## src/rtl/cabac_pkg.sv

```systemverilog
// Shared types and constants for the CABAC bit feeder.
// Consume-mode and FSM-state enums, bits_needed init value, byte width.
package cabac_pkg;

    typedef enum logic [1:0] {
        NONE   = 2'd0,
        LPS    = 2'd1,
        MPS_RN = 2'd2,
        BYPASS = 2'd3
    } cons_mode_e;

    typedef enum logic [1:0] {
        IDLE = 2'd0,
        INIT = 2'd1,
        RUN  = 2'd2
    } fsm_state_e;

    localparam logic signed [3:0] BN_INIT = 4'sb1000;
    localparam int BYTE_BITS = 8;

endpackage

```

## src/rtl/cabac_byte_fifo.sv

```systemverilog
// Synchronous byte FIFO, no write-through; head is always visible on dout.
// Ports: push/din write side, pop/dout read side, empty/full status.
module cabac_byte_fifo
    import cabac_pkg::*;
#(
    parameter int DEPTH = 4
) (
    input  logic                 clk,
    input  logic                 rst_n,
    input  logic                 push,
    input  logic                 pop,
    input  logic [BYTE_BITS-1:0] din,
    output logic [BYTE_BITS-1:0] dout,
    output logic                 empty,
    output logic                 full
);
    localparam int AW = $clog2(DEPTH);

    logic [AW:0]          wr_q;
    logic [AW:0]          rd_q;
    logic [BYTE_BITS-1:0] mem_q [DEPTH];
    logic                 do_push;
    logic                 do_pop;

    // Extra pointer MSB distinguishes full from empty.
    assign empty   = (wr_q == rd_q);
    assign full    = (wr_q[AW] != rd_q[AW]) &&
                     (wr_q[AW-1:0] == rd_q[AW-1:0]);
    assign do_push = push && !full;
    assign do_pop  = pop && !empty;
    assign dout    = mem_q[rd_q[AW-1:0]];

    always_ff @(posedge clk or negedge rst_n) begin
        if (!rst_n) begin
            wr_q <= '0;
            rd_q <= '0;
        end else begin
            if (do_push) wr_q <= wr_q + 1'b1;
            if (do_pop)  rd_q <= rd_q + 1'b1;
        end
    end

    always_ff @(posedge clk) begin
        if (do_push) mem_q[wr_q[AW-1:0]] <= din;
    end

endmodule

```

## src/rtl/cabac_bit_feeder.sv

```systemverilog
// CABAC m_bitsNeeded tracker and byte feeder with prefetch FIFO.
// Ports: start, bs_* byte input, cons_* requests, byte_out*, init_done,
// bits_needed; bytes_consumed when CABAC_BIT_FEEDER_STATS_EN is defined.
module cabac_bit_feeder
    import cabac_pkg::*;
#(
    parameter int MAX_BYPASS_BINS = 4,
    parameter int FIFO_DEPTH      = 4,
    parameter int INIT_BYTES      = 3,
    localparam int NB_W = (MAX_BYPASS_BINS > 1) ?
                          $clog2(MAX_BYPASS_BINS) : 1
) (
    input  logic                 clk,
    input  logic                 rst_n,
    input  logic                 start,
    input  logic [BYTE_BITS-1:0] bs_data,
    input  logic                 bs_valid,
    output logic                 bs_ready,
    input  logic                 cons_valid,
    output logic                 cons_ready,
    input  logic [1:0]           cons_mode,
    input  logic [2:0]           num_bits,
    input  logic [NB_W-1:0]      n_bins,
    output logic [BYTE_BITS-1:0] byte_out,
    output logic                 byte_out_valid,
    output logic                 init_done,
    output logic signed [3:0]    bits_needed
`ifdef CABAC_BIT_FEEDER_STATS_EN
    ,
    output logic [31:0]          bytes_consumed
`endif
);

    fsm_state_e          state_q, state_d;
    logic [2:0]          init_cnt_q, init_cnt_d;
    logic signed [3:0]   bn_q, bn_d;
    logic                init_done_q;
    logic                fifo_push, fifo_pop;
    logic                fifo_empty, fifo_full;
    logic [BYTE_BITS-1:0] fifo_dout;
    logic [3:0]          shift;
    logic signed [3:0]   sum;
    logic                need_byte;

    cabac_byte_fifo #(.DEPTH(FIFO_DEPTH)) u_fifo (
        .clk   (clk),
        .rst_n (rst_n),
        .push  (fifo_push),
        .pop   (fifo_pop),
        .din   (bs_data),
        .dout  (fifo_dout),
        .empty (fifo_empty),
        .full  (fifo_full)
    );

    assign fifo_push = bs_valid && !fifo_full;
    assign bs_ready  = !fifo_full;

    // A shift of 8 (bypass of 8 bins) wraps to -8 in 4 bits; the
    // modulo-16 sum is still correct for bits_needed in -8..-1.
    always_comb begin
        shift = 4'd0;
        unique case (cons_mode_e'(cons_mode))
            LPS, MPS_RN: shift = {1'b0, num_bits};
            BYPASS:      shift = 4'(n_bins) + 4'd1;
            default:     shift = 4'd0;
        endcase
        sum       = bn_q + $signed(shift);
        need_byte = (cons_mode_e'(cons_mode) != NONE) && !sum[3];
    end

    always_comb begin
        state_d    = state_q;
        init_cnt_d = init_cnt_q;
        bn_d       = bn_q;
        fifo_pop   = 1'b0;
        cons_ready = 1'b0;
        unique case (state_q)
            IDLE: begin
                if (start) begin
                    state_d    = INIT;
                    init_cnt_d = 3'(INIT_BYTES);
                end
            end
            INIT: begin
                if (start) begin
                    init_cnt_d = 3'(INIT_BYTES);
                    bn_d       = BN_INIT;
                end else if (!fifo_empty) begin
                    fifo_pop   = 1'b1;
                    init_cnt_d = init_cnt_q - 3'd1;
                    if (init_cnt_q == 3'd1) begin
                        state_d = RUN;
                        bn_d    = BN_INIT;
                    end
                end
            end
            RUN: begin
                if (start) begin
                    // Restart drops the request in flight.
                    state_d    = INIT;
                    init_cnt_d = 3'(INIT_BYTES);
                    bn_d       = BN_INIT;
                end else begin
                    cons_ready = !(need_byte && fifo_empty);
                    if (cons_valid && cons_ready) begin
                        fifo_pop = need_byte;
                        // Adding -8 is subtracting one byte of bits.
                        bn_d = need_byte ? sum + BN_INIT : sum;
                    end
                end
            end
            default: state_d = IDLE;
        endcase
    end

    assign byte_out_valid = fifo_pop;
    assign byte_out       = fifo_pop ? fifo_dout : '0;
    assign init_done      = init_done_q;
    assign bits_needed    = bn_q;

    always_ff @(posedge clk or negedge rst_n) begin
        if (!rst_n) begin
            state_q     <= IDLE;
            init_cnt_q  <= 3'd0;
            bn_q        <= BN_INIT;
            init_done_q <= 1'b0;
        end else begin
            state_q     <= state_d;
            init_cnt_q  <= init_cnt_d;
            bn_q        <= bn_d;
            init_done_q <= (state_d == RUN);
        end
    end

`ifdef CABAC_BIT_FEEDER_STATS_EN
    logic [31:0] cnt_q;

    always_ff @(posedge clk or negedge rst_n) begin
        if (!rst_n) begin
            cnt_q <= '0;
        end else if (start) begin
            cnt_q <= '0;
        end else if (fifo_pop && (cnt_q != 32'hFFFF_FFFF)) begin
            cnt_q <= cnt_q + 32'd1;
        end
    end

    assign bytes_consumed = cnt_q;
`endif

endmodule
```

## config.mk

```make
export PLATFORM = sky130hd
export DESIGN_NAME = cabac_bit_feeder
export DESIGN_NICKNAME = d
export VERILOG_FILES = /design/src/rtl/cabac_pkg.sv /design/src/rtl/cabac_byte_fifo.sv /design/src/rtl/cabac_bit_feeder.sv
export SDC_FILE = /design/constraint.sdc
export NUM_CORES = 1
export LEC_CHECK = 0
export ABC_CLOCK_PERIOD_IN_PS = 2500
export BUFFER_PORTS_ARGS = -buffer_cell sky130_fd_sc_hd__buf_2
export CAP_MARGIN = 0
export CORE_UTILIZATION = 51
export DETAILED_ROUTE_END_ITERATION = 10
export PLACE_DENSITY = 0.77
export SYNTH_ARGS = -nofsm -noshare
export SYNTH_HDL_FRONTEND = slang
export SYNTH_HIERARCHICAL = 1
export SYNTH_SLANG_ARGS = --single-unit
export TNS_END_PERCENT = 30
```

## constraint.sdc

```tcl
create_clock -name clk -period 2.5 [get_ports clk]
set_input_delay 0.375 -clock clk [delete_from_list [all_inputs] [get_ports clk]]
set_output_delay 0.375 -clock clk [all_outputs]
set_load 0.01 [all_outputs]
```

### Word level (Yosys, flattened, before mapping)

Memory sizes are Yosys's and may differ from the RTL's.
Index checks and enable logic that the tools add are counted.

| operators by class | value |
|---|---|
| shift-type cells | 0 |
| div/mod/pow operators | 0 |
| order comparisons | 0 |
| $mul | 0 |
| reductions and logical operators | 19 |
| muxes and demuxes | 27 |
| add/sub/neg operators | 6 |
| eq/ne operators | 14 |
| bitwise logic cells | 0 |

Operator list:

| operator | count |
|---|---|
| 4-bit 2-to-1 mux | 6 |
| 3-bit one-hot mux with 2 select lines | 2 |
| 3-bit 2-to-1 mux | 3 |
| 3-bit != test, second input constant | 3 |
| 2-bit equality test, second input constant | 4 |
| 1-bit 2-to-1 mux | 8 |
| 2-bit 2-to-1 mux | 4 |
| 8-bit 2-to-1 mux | 1 |
| 4-bit one-hot mux with 2 select lines | 1 |
| 1-bit logical AND | 7 |
| 3-bit by 1-bit adder with 3-bit output, second input constant | 2 |
| 2-bit nonzero test | 3 |
| 4-bit adder | 1 |
| 4-bit adder, second input constant | 1 |
| 2-bit by 1-bit equality test with 1-bit output, second input constant | 2 |
| 1-bit zero test | 4 |
| 2-bit one-hot mux with 2 select lines | 1 |
| 4-bit AND reduction | 1 |
| 2-bit OR reduction | 2 |
| 2-bit by 1-bit adder with 3-bit output, second input constant | 1 |
| 3-bit by 1-bit equality test with 1-bit output, second input constant | 1 |
| 3-bit equality test | 1 |
| 3-bit AND reduction | 1 |
| 3-bit by 1-bit subtractor with 3-bit output, second input constant | 1 |
| 5 further kinds | 5 |

| storage, ports and cells | value |
|---|---|
| register bits | 16 |
| RAM bits | 32 |
| ROM bits | 0 |
| latch bits | 0 |
| memories kept | 1 |
| logic and storage cells | 73 |

Memories:

| memory | words | bits a word | read ports | clocked after memory_dff | write ports | line | RTL |
|---|---|---|---|---|---|---|---|
| u_fifo.mem_q | 4 | 8 | 1 | 0 | 1 | cabac_byte_fifo.sv:21 | `logic [BYTE_BITS-1:0] mem_q [DEPTH];` |

### Longest topological paths before layout

| depth | value |
|---|---|
| word-level depth | 13 |
| depth in mapped cells | 13 |
| mapped depth without buffers | 13 |

### Modules after synthesis

Netlist, hierarchy kept.

By module, submodules not included:

| module | cells an instance | area each (sq um) | instances | sequential area each (sq um) |
|---|---|---|---|---|
| cabac_byte_fifo | 90 | 1657.8 | 1 | 1111.1 |
| cabac_bit_feeder | 98 | 913.4 | 1 | 251.5 |

### Worst setup path before layout

OpenSTA, ideal clock, no wires.

| path | value |
|---|---|
| path kind | input-to-output |
| start | in cons_mode[0] |
| end | out byte_out[0] |
| slack | -0.293 ns |
| cell stages on the path | 11 |
| data required time | 2.125 ns |
| data arrival time | 2.418 ns |
| path through | inv_1 -> ha_1 -> a22oi_1 -> or2_2 -> inv_1 -> ha_1 -> a21o_1 -> a21oi_4 -> xnor2_2 -> o21ai_2 -> and2_1 |

| on the way | value |
|---|---|
| longest elaborated chain between the ends | 13 |
| elaborated cells on any way between the ends | 16 |
| those cells by class | add/sub (1); eq/ne (3); mux (5); reduce/logical (7) |

RTL lines:

| what | line | RTL |
|---|---|---|
| start: declaration | cabac_bit_feeder.sv:21 | `input logic [1:0] cons_mode,` |
| 2-bit by 1-bit equality test with 1-bit output or 2-bit equality test (tied branches) | cabac_bit_feeder.sv:63 | `unique case (cons_mode_e'(cons_mode))` |
| 2-bit OR reduction | cabac_bit_feeder.sv:63 |  |
| 3-bit one-hot mux with 2 select lines | cabac_bit_feeder.sv:63 |  |
| 4-bit adder | cabac_bit_feeder.sv:68 | `sum = bn_q + $signed(shift);` |
| 1-bit zero test | cabac_bit_feeder.sv:69 | `need_byte = (cons_mode_e'(cons_mode) != NONE) && !sum[3];` |
| 1-bit logical AND * | cabac_bit_feeder.sv:69 |  |
| 1-bit logical AND | cabac_bit_feeder.sv:105 | `cons_ready = !(need_byte && fifo_empty);` |
| 1-bit zero test | cabac_bit_feeder.sv:105 |  |
| 1-bit logical AND | cabac_bit_feeder.sv:106 | `if (cons_valid && cons_ready) begin` |
| 1-bit 2-to-1 mux * | cabac_bit_feeder.sv:106 |  |
| 1-bit 2-to-1 mux * | cabac_bit_feeder.sv:99 | `if (start) begin` |
| 1-bit one-hot mux with 2 select lines * | cabac_bit_feeder.sv:78 | `unique case (state_q)` |
| named net byte_out_valid | cabac_bit_feeder.sv:25 | `output logic byte_out_valid,` |
| 8-bit 2-to-1 mux * | cabac_bit_feeder.sv:118 | `assign byte_out = fifo_pop ? fifo_dout : '0;` |
| end: declaration | cabac_bit_feeder.sv:24 | `output logic [BYTE_BITS-1:0] byte_out,` |

The timed path passes the listed nets; every way through them passes the cells marked *.

### Worst setup path after layout

| path | value |
|---|---|
| start | in cons_mode[1] |
| end | out byte_out[4] |

| on the way | value |
|---|---|
| longest elaborated chain between the ends | 13 |
| elaborated cells on any way between the ends | 16 |
| those cells by class | add/sub (1); eq/ne (3); mux (5); reduce/logical (7) |

RTL lines:

| what | line |
|---|---|
| 2-bit by 1-bit equality test with 1-bit output or 2-bit equality test (tied branches) | cabac_bit_feeder.sv:63 |
| 2-bit OR reduction | cabac_bit_feeder.sv:63 |
| 3-bit one-hot mux with 2 select lines | cabac_bit_feeder.sv:63 |
| 4-bit adder | cabac_bit_feeder.sv:68 |
| 1-bit zero test | cabac_bit_feeder.sv:69 |
| 1-bit logical AND * | cabac_bit_feeder.sv:69 |
| 1-bit logical AND | cabac_bit_feeder.sv:105 |
| 1-bit zero test | cabac_bit_feeder.sv:105 |
| 1-bit logical AND | cabac_bit_feeder.sv:106 |
| 1-bit 2-to-1 mux * | cabac_bit_feeder.sv:106 |
| 1-bit 2-to-1 mux * | cabac_bit_feeder.sv:99 |
| 1-bit one-hot mux with 2 select lines * | cabac_bit_feeder.sv:78 |
| 8-bit 2-to-1 mux * | cabac_bit_feeder.sv:118 |

Mark *: on every way between the ends. The rest lies on a longest branch, timed or not.

==> run_results.csv <==
group,metric,value,unit
clock_tree,ctsHtreeMaxLevel,2,
sta,timing.final.ws_setup,-202,ps
synthesis,avgSynthCellArea,13.7,µm²
sta,fin_crit_sh,108,%
clock_tree,cts_tree,"built",
global_routing,antenna_found_initial,0,
critical_path,cp_max_fo,7,
clock_tree,root_buffer,"clkbuf_8",
placed_design,place_inst,302,
global_routing,grt_first_pass_wirelength,8110,µm
synthesis,synth_edf_count,32,
final_layout,n_antenna_cell,0,
sta,setup_viol,10,
clock_tree,clock_sinks,48,
critical_path,crit_required,2120,ps
drt,dr.pass1.iters,4,
final_layout,drive_above_1_share,41.5,%
critical_path,path_cells,"buf_12 -> inv_12 -> ha_4 -> a22oi_2 -> or2_4 -> inv_2 -> ha_4 -> a21o_1 -> a21oi_4 -> xnor2_4 -> o21ai_4 -> buf_6 -> and2_4 -> buf_6",
global_routing,grt_max_degree,17,
final_layout,syn_to_final_growth,26.7,%
floorplanning,die_w,73.0,µm
placed_design,gp_congestion,0.757,
synthesis,ys_warn_count,6,
synthesis,async_reset_ff_share,33.3,%
final_layout,layout_common_cells,"edfxtp_1 (32), buf_2 (24), buf_4 (16)",
drt,drc,0,
clock_tree,cts.reportedPaths.clkPinSlew,90,ps
synthesis,synth.distinct_cells,47,
clock_tree,clock_path_buffers,2,
critical_path,start_kind,"primary input",
run,drv_cap,0,
floorplanning,num_rows,25,
hold_path,hold_depth,1,
sta,worstMarginPinSlew,546,ps
placed_design,dpl.hpwl,3290,µm
floorplanning,core,0.00479,mm²
drt,drt_iter0_drc,65,
final_layout,nets,285,
drt,vias,1679,
critical_path,ff2ff_path_depth,7,
hold_path,min_path_type,"primary input to register",
clock_tree,worstSkewPairLatency,300,ps
power,p_leak,1.33,nW
drt,wirelength,4800,µm
floorplanning,dieArea,0.00533,mm²
final_layout,finish.utilization,68.1,%
drt,antenna_left,0,
status,violations,"setup timing",
critical_path,crit_buf_inv,5,
sta,report.final.slew_viol_count,0,
global_routing,track_usage,20.2,%
sta,hold_viol,0,
critical_path,cp.arrival,2330,ps
critical_path,path_delay_family,"compound AO/OA/AOI/OAI gates",
final_layout,layout.cells.non_filler,315,
power,irDropWorstVdd,0.414,mV
floorplanning,ioPinCount,36,
sta,period_needed,2700,ps
critical_path,cp-end-kind,"output pin",
synthesis,ys_ff_latch,48,
synthesis,syn_nets,226,
sta,finalClockSkew,5.24,ps
placed_design,portBuffers,35,
global_routing,overflow,0,
status,status,"finished with violations",
clock_tree,cts_made_buffers,5,
power,p_per_area,1020,mW/mm²
synthesis,netlist_instances,188,
drt,avgViaCountPerCell,5.33,
critical_path,slowest_stage,"ha_4",
critical_path,slowest_delay,250,ps
critical_path,critPathKind,"primary input to output pin",
drt,wl_per_cell,15.2,µm
floorplanning,fp.dieH,73.0,µm
synthesis,synthFlopType,"edfxtp_1",
synthesis,synth-seq-area-share,53.0,%
floorplanning,initial_core_util,53.7,%
global_routing,first_global_vias,1742,
sta,rsz0062_at_grt,"yes",
final_layout,final_common_cell,"edfxtp_1",
sta,max_slew_margin,63.4,%
sta,fmax,0.370,GHz
critical_path,critical_path_depth,14,
synthesis,synthesis.area,0.00257,mm²
power by group:
group	switching, mW	total [mW]	internal (mW)	leakage (nW)
logic	0.880	1.70	0.819	0.796
registers	0.125	1.19	1.06	0.490
clock network	0.259	0.455	0.196	0.0460
total	1.26	3.34	2.08	1.33
synthesized netlist by cell type (all sizes together) (2+ instances only):
master	count	area, µm²
a22oi	2	15.0
a31oi	4	40.0
a21oi	9	56.3
a21o	2	16.3
nand3	3	20.0
o221a	2	22.5
o41ai	2	36.3
nor2b	4	25.0
o31ai	4	30.0
xnor2	6	67.6
nor3b	2	15.0
and2	9	56.3
ha	17	213
dfrtp	15	375
a211oi	2	20.0
nor3	2	10.0
nand2	5	18.8
nand2b	6	37.5
o21ai	3	18.8
o2bb2ai	3	26.3
nor2	8	30.0
edfxtp	32	961
xor2	5	58.8
or2	2	12.5
mux4	8	180
and3	3	18.8
buf	3	21.3
inv	17	63.8
layer usage:
metal  vias to the layer above  wire length, µm  part of all wire (%)  global-route usage, %
li1                        809                -                     -                      -
met1                       823             2250                    47                   26.8
met2                        37             2340                    49                   33.7
met3                        10              137                   2.9                   4.14
met4                         0               78                   1.6                   5.88
met5                         -                0                     0                      0
metrics by stage:
step	instance area, µm²	power [mW]	worst slack (ps)	hold WS, ps	setup TNS [ps]
detailed placement	3010	2.76	-369	322	-4320
finish	3260	3.34	-202	289	-1910
floorplan	2640	2.30	-119	79.4	-915
global route	3260	3.56	-307	274	-2900
CTS	3280	3.39	-301	275	-2760
global placement	3010	2.72	-335	314	-3890
cells by family after synthesis:
group,share of synthesized area [%]
buf+inv,3.31
simple gates,10.1
xor+xnor,4.91
compound gates,12.6
fa+ha+maj,9.05
flops,53.0
mux,7.01
state kept, by name (all words and copies together) (netlist names):
signal        flops
u_fifo/mem_q     32
bits_needed       4
init_cnt_q        3
u_fifo/rd_q       3
u_fifo/wr_q       3
state_q           2
init_done         1
worst paths after layout:
path / from / to / slack, ps
setup / recovery: cons_mode[1] / byte_out[4] / -200
hold / removal: bs_data[3] / u_fifo/mem_q[2][3]$_DFFE_PP_ / 290
setup reg to reg: u_fifo/wr_q[0]$_DFFE_PN0P_ / u_fifo/mem_q[3][4]$_DFFE_PP_ / 230
hold reg to reg: init_cnt_q[2]$_DFFE_PN0P_ / init_cnt_q[2]$_DFFE_PN0P_ / 530
max in group asynchronous: rst_n / bits_needed[3]$_DFFE_PN1P_ / 1660
min in group asynchronous: rst_n / u_fifo/wr_q[0]$_DFFE_PN0P_ / 520
worst reg2reg max path, stage by stage (launching register included):
cell,delay (ps)
dfrtp_1,450
buf_4,190
xnor2_2,220
nand3_2,140
inv_1,60
nor2b_1,330
nand2_1,150
a31oi_4,390
repair_timing:
item / in CTS / in global routing
endpoints found under the setup margin: 10 / 12
hold buffers: 1 / 0
gates resized for setup: 22 / 4
buffers inserted: 4 / 1
endpoints found under the hold margin: 15 / 0
gates cloned: 1 / 0
pin swaps: 14 / 8
area by class of cell:
cell class / instances / area (µm²)
clock buffers: 5 / 68.8
clock inverters: 3 / 17.5
fillers: 334 / 1530
inverters: 17 / 81.3
multi-input cells: 120 / 1220
flip-flops and latches: 48 / 1360
well taps: 67 / 83.8
repair buffers: 55 / 420
No activity file was read; power rests on OpenSTA's default activity.
